File: src/rtl/softmax_stream_engine_if.sv
// rtl/softmax_stream_engine_if.sv - start/busy/done handshake and data bus of the softmax engine
interface softmax_stream_engine_if #(
  parameter int WIDTH     = 32,
  parameter int DIMENSION = 4
);
  logic                            start;
  logic                            mode;
  logic [DIMENSION-1:0][WIDTH-1:0] input_data;
  logic [DIMENSION-1:0][WIDTH-1:0] output_data;
  logic                            busy;
  logic                            done;

  modport master (output start, mode, input_data, input output_data, busy, done);
  modport slave  (input start, mode, input_data, output output_data, busy, done);
endinterface

File: src/rtl/softmax_stream_engine.sv
// rtl/softmax_stream_engine.sv - sequential max-subtracted softmax / one-hot argmax engine
// Shift-based exp2 approximation, restoring divider, results published only in FIN.
module softmax_stream_engine #(
  parameter int WIDTH             = 32,
  parameter int DIMENSION         = 4,
  parameter int FIXED_POINT_INDEX = 16
) (
  input logic                    clk,
  input logic                    reset,
  softmax_stream_engine_if.slave bus
);
  localparam int F       = FIXED_POINT_INDEX;
  localparam int EW      = $clog2(DIMENSION);
  localparam int SW      = WIDTH + $clog2(DIMENSION);
  localparam int CNT_MAX = (DIMENSION > F + 1) ? DIMENSION : F + 1;
  localparam int CW      = $clog2(CNT_MAX + 1);
  localparam int PW      = WIDTH + F + 4;
  localparam int SHW     = $clog2(WIDTH);
  localparam real    LOG2E_R = 1.4426950408889634 * (2.0 ** F);
  localparam longint LOG2E   = longint'(LOG2E_R);
  localparam logic [WIDTH-1:0]     ONE  = WIDTH'(1) << F;
  localparam logic signed [PW-1:0] WLIM = PW'(WIDTH);

  localparam logic [2:0] S_IDLE = 3'd0;
  localparam logic [2:0] S_MAX  = 3'd1;
  localparam logic [2:0] S_EXP  = 3'd2;
  localparam logic [2:0] S_DIV  = 3'd3;
  localparam logic [2:0] S_FIN  = 3'd4;

  logic [2:0]                      state_q, state_d;
  logic [CW-1:0]                   cnt_q, cnt_d;
  logic [EW-1:0]                   elem_q, elem_d;
  logic                            mode_q, mode_d;
  logic [DIMENSION-1:0][WIDTH-1:0] x_q, x_d, e_q, e_d, y_q, y_d, out_q, out_d;
  logic signed [WIDTH-1:0]         m_q, m_d;
  logic [EW-1:0]                   amax_q, amax_d;
  logic [SW-1:0]                   sum_q, sum_d;
  logic [SW-1:0]                   rem_q, rem_d;
  logic [F:0]                      numlo_q, numlo_d;
  logic [F-1:0]                    quo_q, quo_d;
  logic                            busy_q, busy_d, done_q, done_d;

  logic [EW-1:0]           sel;
  logic signed [WIDTH-1:0] xsel;
  logic signed [WIDTH:0]   diff;
  logic signed [PW-1:0]    prod, t, ip, neg_ip;
  logic [F-1:0]            frac;
  logic [WIDTH-1:0]        mant, e_val;
  logic [SW:0]             rem_shift;
  logic                    q_bit;
  logic [SW-1:0]           rem_next;

  assign sel    = cnt_q[EW-1:0];
  assign xsel   = signed'(x_q[sel]);
  // One extra bit so that x_i - m never wraps, even for full-range inputs.
  assign diff   = {xsel[WIDTH-1], xsel} - {m_q[WIDTH-1], m_q};
  assign prod   = PW'(diff) * PW'(LOG2E);
  assign t      = prod >>> F;
  assign ip     = t >>> F;
  assign frac   = t[F-1:0];
  assign neg_ip = -ip;
  assign mant   = ONE | {{(WIDTH-F){1'b0}}, frac};
  assign e_val  = (neg_ip >= WLIM) ? '0 : (mant >> neg_ip[SHW-1:0]);

  // Dividend is e << F; its top bits (e >> 1) are preloaded since they are already < sum.
  assign rem_shift = {rem_q, numlo_q[F]};
  assign q_bit     = rem_shift >= {1'b0, sum_q};
  assign rem_next  = q_bit ? SW'(rem_shift - {1'b0, sum_q}) : rem_shift[SW-1:0];

  always_comb begin
    state_d = state_q;
    cnt_d   = cnt_q;
    elem_d  = elem_q;
    mode_d  = mode_q;
    x_d     = x_q;
    e_d     = e_q;
    y_d     = y_q;
    out_d   = out_q;
    m_d     = m_q;
    amax_d  = amax_q;
    sum_d   = sum_q;
    rem_d   = rem_q;
    numlo_d = numlo_q;
    quo_d   = quo_q;
    busy_d  = (state_q == S_MAX) || (state_q == S_EXP) || (state_q == S_DIV);
    done_d  = 1'b0;
    case (state_q)
      S_IDLE: begin
        if (bus.start) begin
          x_d     = bus.input_data;
          mode_d  = bus.mode;
          cnt_d   = '0;
          state_d = S_MAX;
        end
      end
      S_MAX: begin
        cnt_d = cnt_q + 1'b1;
        if (cnt_q == CW'(DIMENSION)) begin
          cnt_d   = '0;
          sum_d   = '0;
          state_d = mode_q ? S_FIN : S_EXP;
        end else if (cnt_q == '0 || xsel > m_q) begin
          m_d    = xsel;
          amax_d = sel;
        end
      end
      S_EXP: begin
        e_d[sel] = e_val;
        sum_d    = sum_q + SW'(e_val);
        cnt_d    = cnt_q + 1'b1;
        if (cnt_q == CW'(DIMENSION - 1)) begin
          cnt_d   = '0;
          elem_d  = '0;
          state_d = S_DIV;
        end
      end
      S_DIV: begin
        cnt_d = cnt_q + 1'b1;
        if (cnt_q == '0) begin
          rem_d   = SW'(e_q[elem_q] >> 1);
          numlo_d = {e_q[elem_q][0], {F{1'b0}}};
          quo_d   = '0;
        end else begin
          rem_d   = rem_next;
          numlo_d = numlo_q << 1;
          quo_d   = F'({quo_q, q_bit});
          if (cnt_q == CW'(F + 1)) begin
            y_d[elem_q] = WIDTH'({quo_q, q_bit});
            cnt_d       = '0;
            elem_d      = elem_q + 1'b1;
            if (elem_q == EW'(DIMENSION - 1)) state_d = S_FIN;
          end
        end
      end
      S_FIN: begin
        for (int i = 0; i < DIMENSION; i++) begin
          out_d[i] = mode_q ? ((amax_q == EW'(i)) ? ONE : '0) : y_q[i];
        end
        done_d  = 1'b1;
        state_d = S_IDLE;
      end
      default: state_d = S_IDLE;
    endcase
  end

  always_ff @(posedge clk or posedge reset) begin
    if (reset) begin
      state_q <= S_IDLE;
      cnt_q   <= '0;
      elem_q  <= '0;
      mode_q  <= 1'b0;
      x_q     <= '0;
      e_q     <= '0;
      y_q     <= '0;
      out_q   <= '0;
      m_q     <= '0;
      amax_q  <= '0;
      sum_q   <= '0;
      rem_q   <= '0;
      numlo_q <= '0;
      quo_q   <= '0;
      busy_q  <= 1'b0;
      done_q  <= 1'b0;
    end else begin
      state_q <= state_d;
      cnt_q   <= cnt_d;
      elem_q  <= elem_d;
      mode_q  <= mode_d;
      x_q     <= x_d;
      e_q     <= e_d;
      y_q     <= y_d;
      out_q   <= out_d;
      m_q     <= m_d;
      amax_q  <= amax_d;
      sum_q   <= sum_d;
      rem_q   <= rem_d;
      numlo_q <= numlo_d;
      quo_q   <= quo_d;
      busy_q  <= busy_d;
      done_q  <= done_d;
    end
  end

  assign bus.output_data = out_q;
  assign bus.busy        = busy_q;
  assign bus.done        = done_q;
endmodule

File: src/flat_wrapper.sv
// flat-port wrapper written by rule: the top's interface ports become plain ports
module softmax_stream_engine_flat 
#(
  parameter int WIDTH             = 32,
  parameter int DIMENSION         = 4,
  parameter int FIXED_POINT_INDEX = 16
)
  (clk, reset, bus_start, bus_mode, bus_input_data, bus_output_data, bus_busy, bus_done);
  softmax_stream_engine_if #(.WIDTH(WIDTH), .DIMENSION(DIMENSION)) bus_i ();
  input logic clk;
  input logic reset;
  input wire logic [$bits(bus_i.start)-1:0] bus_start;
  input wire logic [$bits(bus_i.mode)-1:0] bus_mode;
  input wire logic [$bits(bus_i.input_data)-1:0] bus_input_data;
  output wire logic [$bits(bus_i.output_data)-1:0] bus_output_data;
  output wire logic [$bits(bus_i.busy)-1:0] bus_busy;
  output wire logic [$bits(bus_i.done)-1:0] bus_done;
  assign bus_i.start = bus_start;
  assign bus_i.mode = bus_mode;
  assign bus_i.input_data = bus_input_data;
  assign bus_output_data = bus_i.output_data;
  assign bus_busy = bus_i.busy;
  assign bus_done = bus_i.done;
  softmax_stream_engine #(.WIDTH(WIDTH), .DIMENSION(DIMENSION), .FIXED_POINT_INDEX(FIXED_POINT_INDEX)) u_core (.clk(clk), .reset(reset), .bus(bus_i));
endmodule
File: config.mk
export PLATFORM = sky130hd
export DESIGN_NAME = softmax_stream_engine_flat
export DESIGN_NICKNAME = d
export VERILOG_FILES = /design/src/rtl/softmax_stream_engine_if.sv /design/src/rtl/softmax_stream_engine.sv /design/src/flat_wrapper.sv
export SDC_FILE = /design/constraint.sdc
export NUM_CORES = 2
export LEC_CHECK = 0
export BUFFER_PORTS_ARGS = -buffer_cell sky130_fd_sc_hd__buf_2
export CORE_ASPECT_RATIO = 1.1
export CORE_MARGIN = 5
export CORE_UTILIZATION = 60
export DETAILED_ROUTE_END_ITERATION = 6
export PLACE_DENSITY = 0.8
export RECOVER_POWER = 50
export SYNTH_ARGS = -nofsm -noshare
export SYNTH_HDL_FRONTEND = slang
export SYNTH_SLANG_ARGS = --single-unit
File: constraint.sdc
create_clock -name clk -period 20.4 [get_ports clk]
set_input_delay 3.06 -clock clk [delete_from_list [all_inputs] [get_ports clk]]
set_output_delay 3.06 -clock clk [all_outputs]
set_load 0.005 [all_outputs]
==> flow_metrics.py <==
metrics = {
    "logic_synthesis": {
        "synth_flop_cell": "dfrtp_1",
        "yosys.area.top_type": "dfrtp_1",
        "muxShareOfSynthArea": 0.119,
        "yosysMostFrequentCell": "dfrtp_1",
        "synthTopCellsByCount": "dfrtp_1, inv_1, nand2_1",
        "synth.avg_cell_area_sq_um": 9.96,
        "synth_area_leaders": "dfrtp_1, ha_1, fa_1",
        "synth_compound_area_frac": 0.119,
        "syn_inst": 3491,
        "ys_warn_count": 0,
        "synthSimpleGateAreaFrac": 0.106,
        "synth-seq-cells": 464,
        "syn_area_sq_um": 34800,
        "synthAdderAreaFrac": 0.214,
        "synth-seq-area-share": 0.334,
        "synth_edf_count": 0,
        "synth_cell_type_count": 84,
        "synth-xor-area-share": 0.0343,
        "synthArstFlopShare": 1.00,
        "synth_top_family_by_area": "adder cells",
        "synth_top_area_frac": 0.334,
    },
    "global_route": {
        "grt_usage": 0.265,
        "grt_pass1_vias": 26800,
        "grt_max_degree": 121,
        "overflow": 0,
        "grt_pass1_wl_mm": 138,
        "antenna_found_initial": 9,
    },
    "final_layout": {
        "fillers": 4364,
        "area_growth_pct": 9.04,
        "final_cells": 4440,
        "drive_above_1_share": 0.153,
        "nNetsFinal": 4262,
        "fin_util": 0.661,
    },
    "setup_path": {
        "crit_arrival_ns": 17.91,
        "ff2ff_path_depth": 56,
        "r2r_slack_ns": 2.99,
        "crit_top_cell": "ha_1",
        "worstPathRequired_ns": 20.90,
        "path_class": "flop to flop",
        "end_kind": "flop",
        "worst_r2r_endpoint": "u_core.sum_q[25]$_DFFE_PP0P_",
        "start_kind": "flop",
        "cp_slowest_cell": "dfrtp_1",
        "slowest_delay_ns": 1.54,
        "timing.rr.start": "u_core.cnt_q[1]$_DFFE_PP0P_",
        "cp_max_fo": 81,
    },
    "sta": {
        "timing.final.crit_share": 0.854,
        "finalSetupViolCount": 0,
        "rsz0062_at_grt": "no",
        "slew_headroom": -2.54,
        "min_period_ns": 17.41,
        "tightest_slew_ns": 5.31,
        "max_freq_ghz": 0.0574,
        "hold_viol": 0,
        "skew_ns": 0.0410,
        "setup_tns_ns": 0,
        "slew_viol_final": 460,
        "whs_ns": 0.476,
    },
    "clock_tree": {
        "cts.sinks": 464,
        "clkTransAtPathRegs_ns": 0.06,
        "cts.path.max_buffers": 3,
        "clock_tree.root_cell": "clkbuf_16",
        "cts_resized": 0,
        "cts_tree": "built",
        "postCtsSetupRepairBufs": 0,
        "holdBufCountCts": 0,
        "numCtsBuffers": 49,
        "htree_levels": 2,
        "clock_latency_ns": 0.61,
    },
    "outcome": {
        "violations": "max-capacitance violations, max-slew violations",
        "status": "complete, but fails checks",
    },
    "worst_hold_path": {
        "hold_depth": 2,
        "hold_path_startpoint": "u_core.bus.output_data[71]$_DFFE_PP0P_",
        "min_to": "u_core.bus.output_data[71]$_DFFE_PP0P_",
        "min_path_type": "flop to flop",
    },
    "detailed_routing": {
        "antenna_left": 0,
        "num_vias": 25900,
        "drc": 0,
        "wl_per_cell_microns": 18.9,
        "drt-total-wl_mm": 84.0,
        "viasPerCell": 5.83,
        "detailedRoute.firstIterationViolations": 1538,
        "first_pass_iters": 7,
    },
    "placed_design": {
        "post-dp-hpwl_mm": 63.1,
        "gp_congestion": 0.937,
        "placed_cells": 4348,
        "port_buffers": 201,
    },
    "floorplanning": {
        "pin_count": 262,
        "dieArea_sq_um": 62800,
        "coreArea_sq_um": 57300,
        "rows": 92,
        "die_w_microns": 239,
        "start_util": 0.606,
        "die_y_microns": 262,
    },
    "flow_run": {
        "maxCapViolations": 6,
    },
}
-- metal layers --
| metal | track usage | wire length (microns) | vias to the layer above |
|---|---|---|---|
| li1 | - | - | 12100 |
| met1 | 0.326 | 32900 | 12800 |
| met2 | 0.476 | 43800 | 748 |
| met3 | 0.0415 | 4330 | 178 |
| met4 | 0.0882 | 3020 | 6 |
| met5 | 0 | 41 | - |
-- layout make-up --
type,count,area (sq um),area share
Tap cell,752,941,0.0248
Antenna cell,2,5.00,0.000132
Timing Repair Buffer,240,1220,0.0321
Clock buffer,62,1350,0.0355
Clock inverter,28,330,0.00872
Multi-Input combinational cell,2475,20900,0.551
Inverter,417,1570,0.0413
Sequential cell,464,11600,0.306
-- state kept, by name, indices dropped and copies added (netlist names) --
signal and cells:
u_core.x_q 128, u_core.bus.output_data 68, u_core.e_q 68, u_core.y_q 68, u_core.rem_q 34, u_core.sum_q 34
u_core.m_q 32, u_core.quo_q 16, u_core.cnt_q 5, u_core.state_q 3, u_core.amax_q 2, u_core.elem_q 2
u_core.bus.busy 1, u_core.bus.done 1, u_core.mode_q 1, u_core.numlo_q 1
-- kinds of logic after synthesis --
group                      Yosys count
adders and majority gates          484
muxes                              322
xor gates and xnor gates           136
other                                1
buffers and inverters              611
AOI/OAI and AO/OA                  668
DFF                                464
and+or+nand+nor                    805
-- layout by cell type (no fill, tap or decap), drive strengths merged, types with 21 or more instances in the layout --
| cell | instances |
|---|---|
| dfrtp | 464 |
| inv | 421 |
| nand2 | 415 |
| ha | 298 |
| o21ai | 276 |
| mux2 | 210 |
| fa | 185 |
| buf | 185 |
| nor2 | 121 |
| clkbuf | 117 |
| a21oi | 111 |
| xnor2 | 82 |
| a21o | 73 |
| nand3 | 69 |
| mux2i | 60 |
| conb | 60 |
| xor2 | 54 |
| mux4 | 52 |
| o31ai | 40 |
| nor3 | 32 |
| a211oi | 31 |
| nor2b | 25 |
| nand2b | 21 |
-- per-stage QoR --
step | cell area [sq um] | setup slack [ns]
6_report | 37900 | 2.99
2_1_floorplan | 35000 | 4.40
3_3_place_gp | 36300 | 4.22
5_1_grt | 37900 | 1.93
3_5_place_dp | 36300 | 3.80
4_1_cts | 38000 | 3.75
-- critical path, delay by kind of cell (launching register included) --
family	cells	cell delay, ns
buffers and inverters	7	1.04
adder cells (fa/ha/maj)	10	3.93
flip-flops	1	1.54
AND/OR/NAND/NOR	12	3.57
multiplexers	1	0.69
AO/OA/AOI/OAI	24	5.54
XOR/XNOR	2	0.87
-- worst max path at each step --
stage / depth (start not counted) / startpoint / slack [ns] / endpoint
2_1_floorplan: 1 / reset / 4.40 / u_core.amax_q[0]$_DFFE_PP0P_
3_3_place_gp: 55 / u_core.cnt_q[0]$_DFFE_PP0P_ / 4.22 / u_core.sum_q[25]$_DFFE_PP0P_
3_5_place_dp: 56 / u_core.cnt_q[1]$_DFFE_PP0P_ / 3.80 / u_core.sum_q[23]$_DFFE_PP0P_
4_1_cts: 56 / u_core.cnt_q[1]$_DFFE_PP0P_ / 3.75 / u_core.sum_q[25]$_DFFE_PP0P_
6_report: 56 / u_core.cnt_q[1]$_DFFE_PP0P_ / 2.99 / u_core.sum_q[25]$_DFFE_PP0P_
5_1_grt: 56 / u_core.cnt_q[1]$_DFFE_PP0P_ / 1.93 / u_core.sum_q[24]$_DFFE_PP0P_
Power is left out: the tool's default activity adds up to more than one toggle a clock period on the data nets, which glitch-free logic cannot reach.
